`src/rtl/alu_pkg.sv`:
```
// Shared definitions for the ALU and its sequencer: ALU mode codes,
// sequencer opcodes, FSM state encoding and the instruction byte layout.
package alu_pkg;

  localparam logic [2:0] ALU_ADD = 3'd0;
  localparam logic [2:0] ALU_ADC = 3'd1;
  localparam logic [2:0] ALU_SUB = 3'd2;
  localparam logic [2:0] ALU_INC = 3'd3;
  localparam logic [2:0] ALU_DEC = 3'd4;
  localparam logic [2:0] ALU_AND = 3'd5;
  localparam logic [2:0] ALU_OR  = 3'd6;
  localparam logic [2:0] ALU_XOR = 3'd7;

  localparam logic [3:0] OP_MOV  = 4'h8;
  localparam logic [3:0] OP_LDI  = 4'h9;
  localparam logic [3:0] OP_CMP  = 4'hA;
  localparam logic [3:0] OP_TSTZ = 4'hB;
  localparam logic [3:0] OP_TSTC = 4'hC;

  typedef enum logic [1:0] {
    ST_IDLE,
    ST_IMM,
    ST_EXEC,
    ST_WB
  } seq_state_e;

  typedef struct packed {
    logic [3:0] op;
    logic [1:0] dst;
    logic [1:0] src;
  } instr_t;

endpackage

```
`src/rtl/alu_sequencer_if.sv`:
```
// Instruction handshake plus the ALU drive/result bus of the sequencer.
interface alu_sequencer_if #(parameter int N = 8);
  logic         instr_valid;
  logic [N-1:0] instr;
  logic         instr_ready;
  logic         alu_enable;
  logic [2:0]   alu_mode;
  logic [N-1:0] alu_a;
  logic [N-1:0] alu_b;
  logic [N-1:0] alu_out;
  logic         alu_zero;
  logic         alu_carry;

  modport master (
    output instr_valid, instr, alu_out, alu_zero, alu_carry,
    input  instr_ready, alu_enable, alu_mode, alu_a, alu_b
  );

  modport slave (
    input  instr_valid, instr, alu_out, alu_zero, alu_carry,
    output instr_ready, alu_enable, alu_mode, alu_a, alu_b
  );
endinterface

```
`src/rtl/alu_sequencer_regfile4.sv`:
```
// Four-entry register file: one synchronous write port, two combinational
// read ports and a combinational debug read port.
module regfile4 #(
  parameter int N = 8
) (
  input  logic         clk,
  input  logic         reset,
  input  logic         we,
  input  logic [1:0]   waddr,
  input  logic [N-1:0] wdata,
  input  logic [1:0]   ra_sel,
  output logic [N-1:0] ra_data,
  input  logic [1:0]   rb_sel,
  output logic [N-1:0] rb_data,
  input  logic [1:0]   dbg_sel,
  output logic [N-1:0] dbg_data
);

  logic [3:0][N-1:0] regs;

  always_ff @(posedge clk) begin
    if (reset)   regs <= '0;
    else if (we) regs[waddr] <= wdata;
  end

  assign ra_data  = regs[ra_sel];
  assign rb_data  = regs[rb_sel];
  assign dbg_data = regs[dbg_sel];

endmodule

```
`src/rtl/alu_sequencer.sv`:
```
// Issues byte instructions to a registered ALU, one in flight at a time,
// and owns the register file plus shadow zero/carry flags.
module alu_sequencer
  import alu_pkg::*;
#(
  parameter int N = 8
) (
  input  logic         clk,
  input  logic         reset,
  alu_sequencer_if.slave bus,
  output logic         flag_zero,
  output logic         flag_carry,
  output logic         cond_valid,
  output logic         cond,
  output logic         err,
  input  logic [1:0]   reg_sel,
  output logic [N-1:0] reg_data
);

  seq_state_e   state;
  instr_t       dec;
  logic         take;
  logic [3:0]   cur_op;
  logic [1:0]   cur_dst;
  logic         we;
  logic [1:0]   waddr;
  logic [N-1:0] wdata;
  logic [N-1:0] rd_dst;
  logic [N-1:0] rd_src;

  assign dec             = instr_t'(bus.instr[7:0]);
  assign bus.instr_ready = (state == ST_IDLE) || (state == ST_IMM);
  assign take            = bus.instr_valid && bus.instr_ready;

  // Read ports follow the incoming byte so MOV and operand capture see R[dst]/R[src].
  regfile4 #(.N(N)) u_rf (
    .clk      (clk),
    .reset    (reset),
    .we       (we),
    .waddr    (waddr),
    .wdata    (wdata),
    .ra_sel   (dec.dst),
    .ra_data  (rd_dst),
    .rb_sel   (dec.src),
    .rb_data  (rd_src),
    .dbg_sel  (reg_sel),
    .dbg_data (reg_data)
  );

  always_comb begin
    we    = 1'b0;
    waddr = dec.dst;
    wdata = rd_src;
    case (state)
      ST_IDLE: if (take && dec.op == OP_MOV) we = 1'b1;
      ST_IMM: if (bus.instr_valid) begin
        we    = 1'b1;
        waddr = cur_dst;
        wdata = bus.instr;
      end
      ST_WB: if (cur_op != OP_CMP) begin
        we    = 1'b1;
        waddr = cur_dst;
        wdata = bus.alu_out;
      end
      default: ;
    endcase
  end

  always_ff @(posedge clk) begin
    if (reset) begin
      state          <= ST_IDLE;
      cur_op         <= '0;
      cur_dst        <= '0;
      bus.alu_enable <= 1'b0;
      bus.alu_mode   <= ALU_ADD;
      bus.alu_a      <= '0;
      bus.alu_b      <= '0;
      flag_zero      <= 1'b0;
      flag_carry     <= 1'b0;
      cond_valid     <= 1'b0;
      cond           <= 1'b0;
      err            <= 1'b0;
    end else begin
      bus.alu_enable <= 1'b0;
      bus.alu_mode   <= ALU_ADD;
      cond_valid     <= 1'b0;
      err            <= 1'b0;
      case (state)
        ST_IDLE: if (take) begin
          cur_op  <= dec.op;
          cur_dst <= dec.dst;
          if (!dec.op[3] || dec.op == OP_CMP) begin
            state          <= ST_EXEC;
            bus.alu_enable <= 1'b1;
            bus.alu_mode   <= (dec.op == OP_CMP) ? ALU_SUB : dec.op[2:0];
            bus.alu_a      <= rd_dst;
            bus.alu_b      <= rd_src;
          end else begin
            case (dec.op)
              OP_MOV: ;
              OP_LDI: state <= ST_IMM;
              OP_TSTZ: begin
                cond_valid <= 1'b1;
                cond       <= flag_zero;
              end
              OP_TSTC: begin
                cond_valid <= 1'b1;
                cond       <= flag_carry;
              end
              default: err <= 1'b1;
            endcase
          end
        end
        ST_IMM:  if (bus.instr_valid) state <= ST_IDLE;
        ST_EXEC: state <= ST_WB;
        ST_WB: begin
          flag_zero  <= bus.alu_zero;
          flag_carry <= bus.alu_carry;
          state      <= ST_IDLE;
        end
        default: state <= ST_IDLE;
      endcase
    end
  end

endmodule

```
`src/flat_wrapper.sv`:
```
// flat-port wrapper written by rule: the top's interface ports become plain ports
module alu_sequencer_flat import alu_pkg::*;
#(
  parameter int N = 8
)
  (clk, reset, flag_zero, flag_carry, cond_valid, cond, err, reg_sel, reg_data, bus_instr_valid, bus_instr, bus_alu_out, bus_alu_zero, bus_alu_carry, bus_instr_ready, bus_alu_enable, bus_alu_mode, bus_alu_a, bus_alu_b);
  alu_sequencer_if #(.N(N)) bus_i ();
  input  logic clk;
  input  logic reset;
  output logic flag_zero;
  output logic flag_carry;
  output logic cond_valid;
  output logic cond;
  output logic err;
  input  logic [1:0] reg_sel;
  output logic [N-1:0] reg_data;
  input wire logic [$bits(bus_i.instr_valid)-1:0] bus_instr_valid;
  input wire logic [$bits(bus_i.instr)-1:0] bus_instr;
  input wire logic [$bits(bus_i.alu_out)-1:0] bus_alu_out;
  input wire logic [$bits(bus_i.alu_zero)-1:0] bus_alu_zero;
  input wire logic [$bits(bus_i.alu_carry)-1:0] bus_alu_carry;
  output wire logic [$bits(bus_i.instr_ready)-1:0] bus_instr_ready;
  output wire logic [$bits(bus_i.alu_enable)-1:0] bus_alu_enable;
  output wire logic [$bits(bus_i.alu_mode)-1:0] bus_alu_mode;
  output wire logic [$bits(bus_i.alu_a)-1:0] bus_alu_a;
  output wire logic [$bits(bus_i.alu_b)-1:0] bus_alu_b;
  assign bus_i.instr_valid = bus_instr_valid;
  assign bus_i.instr = bus_instr;
  assign bus_i.alu_out = bus_alu_out;
  assign bus_i.alu_zero = bus_alu_zero;
  assign bus_i.alu_carry = bus_alu_carry;
  assign bus_instr_ready = bus_i.instr_ready;
  assign bus_alu_enable = bus_i.alu_enable;
  assign bus_alu_mode = bus_i.alu_mode;
  assign bus_alu_a = bus_i.alu_a;
  assign bus_alu_b = bus_i.alu_b;
  alu_sequencer #(.N(N)) u_core (.clk(clk), .reset(reset), .bus(bus_i), .flag_zero(flag_zero), .flag_carry(flag_carry), .cond_valid(cond_valid), .cond(cond), .err(err), .reg_sel(reg_sel), .reg_data(reg_data));
endmodule
```
`config.mk`:
```
export PLATFORM = sky130hd
export DESIGN_NAME = alu_sequencer_flat
export DESIGN_NICKNAME = d
export VERILOG_FILES = /design/src/rtl/alu_pkg.sv /design/src/rtl/alu_sequencer_if.sv /design/src/rtl/alu_sequencer_regfile4.sv /design/src/rtl/alu_sequencer.sv /design/src/flat_wrapper.sv
export SDC_FILE = /design/constraint.sdc
export NUM_CORES = 1
export LEC_CHECK = 0
export CAP_MARGIN = 15
export CORE_MARGIN = 10
export CORE_UTILIZATION = 45
export DETAILED_ROUTE_END_ITERATION = 6
export PLACE_DENSITY_LB_ADDON = 0.25
export SYNTH_ARGS = -nofsm -noshare
export SYNTH_HDL_FRONTEND = slang
export SYNTH_SLANG_ARGS = --single-unit
```
`constraint.sdc`:
```
create_clock -name clk -period 3.65 [get_ports clk]
set_input_delay 0.9125 -clock clk [delete_from_list [all_inputs] [get_ports clk]]
set_output_delay 0.9125 -clock clk [all_outputs]
set_load 0.005 [all_outputs]
```
==> qor.txt <==
Initial Util = 47.1%
Vias per cell = 5.62
Met3 global-route usage = 5.22%
TritonCTS buffer count = 9
# nets final = 415
Commonest non-fill, non-tap cell in the layout = dfxtp_1
Clock-pin slew on the worst setup and hold paths = 0.07 ns
Prevailing post-synth register cell = dfxtp_1
Clk_skew = 0.00726 ns
Avg Synthesized Cell Area = 9.69 µm²
LEAKAGE = 1.40 nW
Synthesized area = 0.00326 mm²
GRT Total Usage = 15.9%
Global-route wire length before repair = 14400 µm
Busiest grt layer = met2
Overflow left after global routing = 0
Maxcap violations = 0
Reg2Reg Setup Slack = 1.38 ns
Register bit total from synthesis = 65
Worst rel slew slack = 56.7%
CTS resizes = 0
ANT nets after route = 0
Final number of setup-violating endpoints = 0
# rows = 30
Slew Limit Fails = 0
Place WS = 0.160 ns
GR Util met1 = 20.5%
TritonCTS clock tree = yes
Die Wd = 105 µm
Minimum clock period = 3.50 ns
DRT iter0 DRCs = 293
Vias in the first global route = 2730
Worst Setup EP = reg_data[3]
Critical path class = in -> out
HP Class = reg -> reg
Clk root buf = clkbuf_8
Share of cells above drive strength 1 = 17.6%
N_diodes = 0
Post-synthesis cell type count = 43
Die height = 105 µm
Final Hold Viols = 0
Most frequent cells in the layout = 65 x dfxtp_1, 55 x clkdlybuf4s50_1, 53 x nor2_1, 38 x nand2_1, 26 x a21oi_1
Worst setup path startpoint = reg_sel[0]
H-tree Lvls = 3
Ports = 57
# hold bufs at CTS = 0
M2 GR Usage = 25.3%
Clk buf depth = 2
Post-Syn Nets = 359
Critical Path RT = 2.74 ns
EDFF count, synth = 0
Largest net degree at the start of global routing = 34
R2R Path End = u_core.u_rf.regs[23]
Initial antenna violation count = 0
Core Area = 0.00691 mm²
Layout area overhead = 26.3%
Worst IR Drop VDD = 0.223 mV
Die area = 0.0110 mm²
Post-CTS setup buffer count = 0
Post-Route WL = 8760 µm
Worst EP arrival = 2.58 ns
WL/cell = 17.8 µm
Final total negative setup slack = 0 ns
Sequential share of the synthesized area = 40.0%
Critical Path Sink Type = primary output
Clk_lat worst skew = 0.35 ns
Routability cong. = 0.852
Yosys warns = 0
P per Cell Area = 382 mW/mm²
DRC violations left = 0
Status = finished clean
Reg2Reg Depth = 6
First-pass DRT Iterations = 4
RSZ-0062 raised after global routing = false
Max Clk Rate = 286 MHz
Final period util = 95.8%
PortBufs = 56
CTS sink count = 65
Maximum fanout along the worst path = 4
R2r startpoint = u_core.state[1]
Fillcell total = 636
Vias post-DR = 2772
Ys async rst share = 0%
Post-detailed-placement half-perimeter wirelength = 6360 µm
Synth Instances = 336
Worst-Margin Slew = 0.649 ns
Worst Setup Start Kind = input port
Setup ws final = 0.154 ns
## final cells by class
| class | instances | area, µm² | share of cell area (%) |
|---|---|---|---|
| clock buffers | 10 | 128 | 3.10 |
| clock inverters | 6 | 58.8 | 1.43 |
| inverters | 4 | 15.0 | 0.365 |
| multi-input cells | 240 | 1810 | 44.1 |
| flip-flops and latches | 65 | 1300 | 31.6 |
| well taps | 96 | 120 | 2.92 |
| repair buffers | 72 | 676 | 16.4 |
## registers in the layout, indices dropped and copies added, names as in the netlist, 2 cells and up
name and cells:
u_core.u_rf.regs 32, u_core.bus.alu_a 8, u_core.bus.alu_b 8, u_core.cur_op 4, u_core.bus.alu_mode 3, u_core.cur_dst 2
u_core.state 2
## Yosys cell counts (3+ instances only)
cell type	count	share of area [%]
inv_1	4	0.46
nor2_1	53	6.1
o21ai_0	6	0.92
nor3_1	17	2.6
a221o_1	4	1.2
a22o_1	3	0.81
and2_1	7	1.3
a21oi_1	26	4.0
clkbuf_1	17	2.0
mux4_2	24	17
a221oi_1	3	0.81
buf_2	5	0.77
nand2b_1	3	0.58
dfxtp_1	65	40
mux2i_1	10	3.1
a211oi_1	12	2.8
o21a_1	4	0.92
nand2_1	38	4.4
a211oi_2	5	1.9
## metal layers
layer,up-vias,wire length (µm)
met2,100,4130
met4,0,77
met1,1323,3850
met3,9,703
li1,1340,-
met5,-,0
## kinds of logic (layout without fill, tap and decap cells)
logic type / after synthesis / in the layout / share of synthesized area [%]
buffers and inverters: 31 / 92 / 4.34
AO/OA/AOI/OAI: 74 / 74 / 16.7
AND/OR/NAND/NOR: 131 / 131 / 18.9
flip-flops: 65 / 65 / 40.0
multiplexers: 35 / 35 / 20.0
## power by group
group          internal, mW  switching (mW)  leakage (nW)
Clock                 0.312           0.283        0.0998
Combinational         0.108           0.115         0.774
Sequential            0.731          0.0234         0.526
## through the flow
step           area, µm²  power (mW)  instances  hold WS (ns)  util [%]
6_report            4110        1.57        493         0.453      59.5
5_1_grt             4110        1.63        493         0.477      59.5
3_3_place_gp        3930       0.989        477         0.443      56.8
3_5_place_dp        3930       0.992        477         0.446      56.8
4_1_cts             4110        1.58        493         0.457      59.5
2_1_floorplan       3260       0.907        336         0.453         -
## critical path, stage by stage
cell and delay, ns:
clkdlybuf4s50_1 0.50, buf_4 0.17, mux4_2 0.53, clkdlybuf4s50_1 0.47
## worst min-delay path by stage
stage | from | endpoint | slack, ns | depth (start not counted)
finish | u_core.bus.alu_a[0] | u_core.bus.alu_a[0] | 0.45 | 2
global route | u_core.bus.alu_a[0] | u_core.bus.alu_a[0] | 0.48 | 2
CTS | u_core.bus.alu_a[0] | u_core.bus.alu_a[0] | 0.46 | 2
detailed placement | u_core.bus.alu_b[5] | u_core.bus.alu_b[5] | 0.45 | 2
global placement | u_core.bus.alu_b[7] | u_core.bus.alu_b[7] | 0.44 | 2
floorplan | u_core.bus.alu_a[0] | u_core.bus.alu_a[0] | 0.45 | 2
Power figures use the tool's default switching activity.
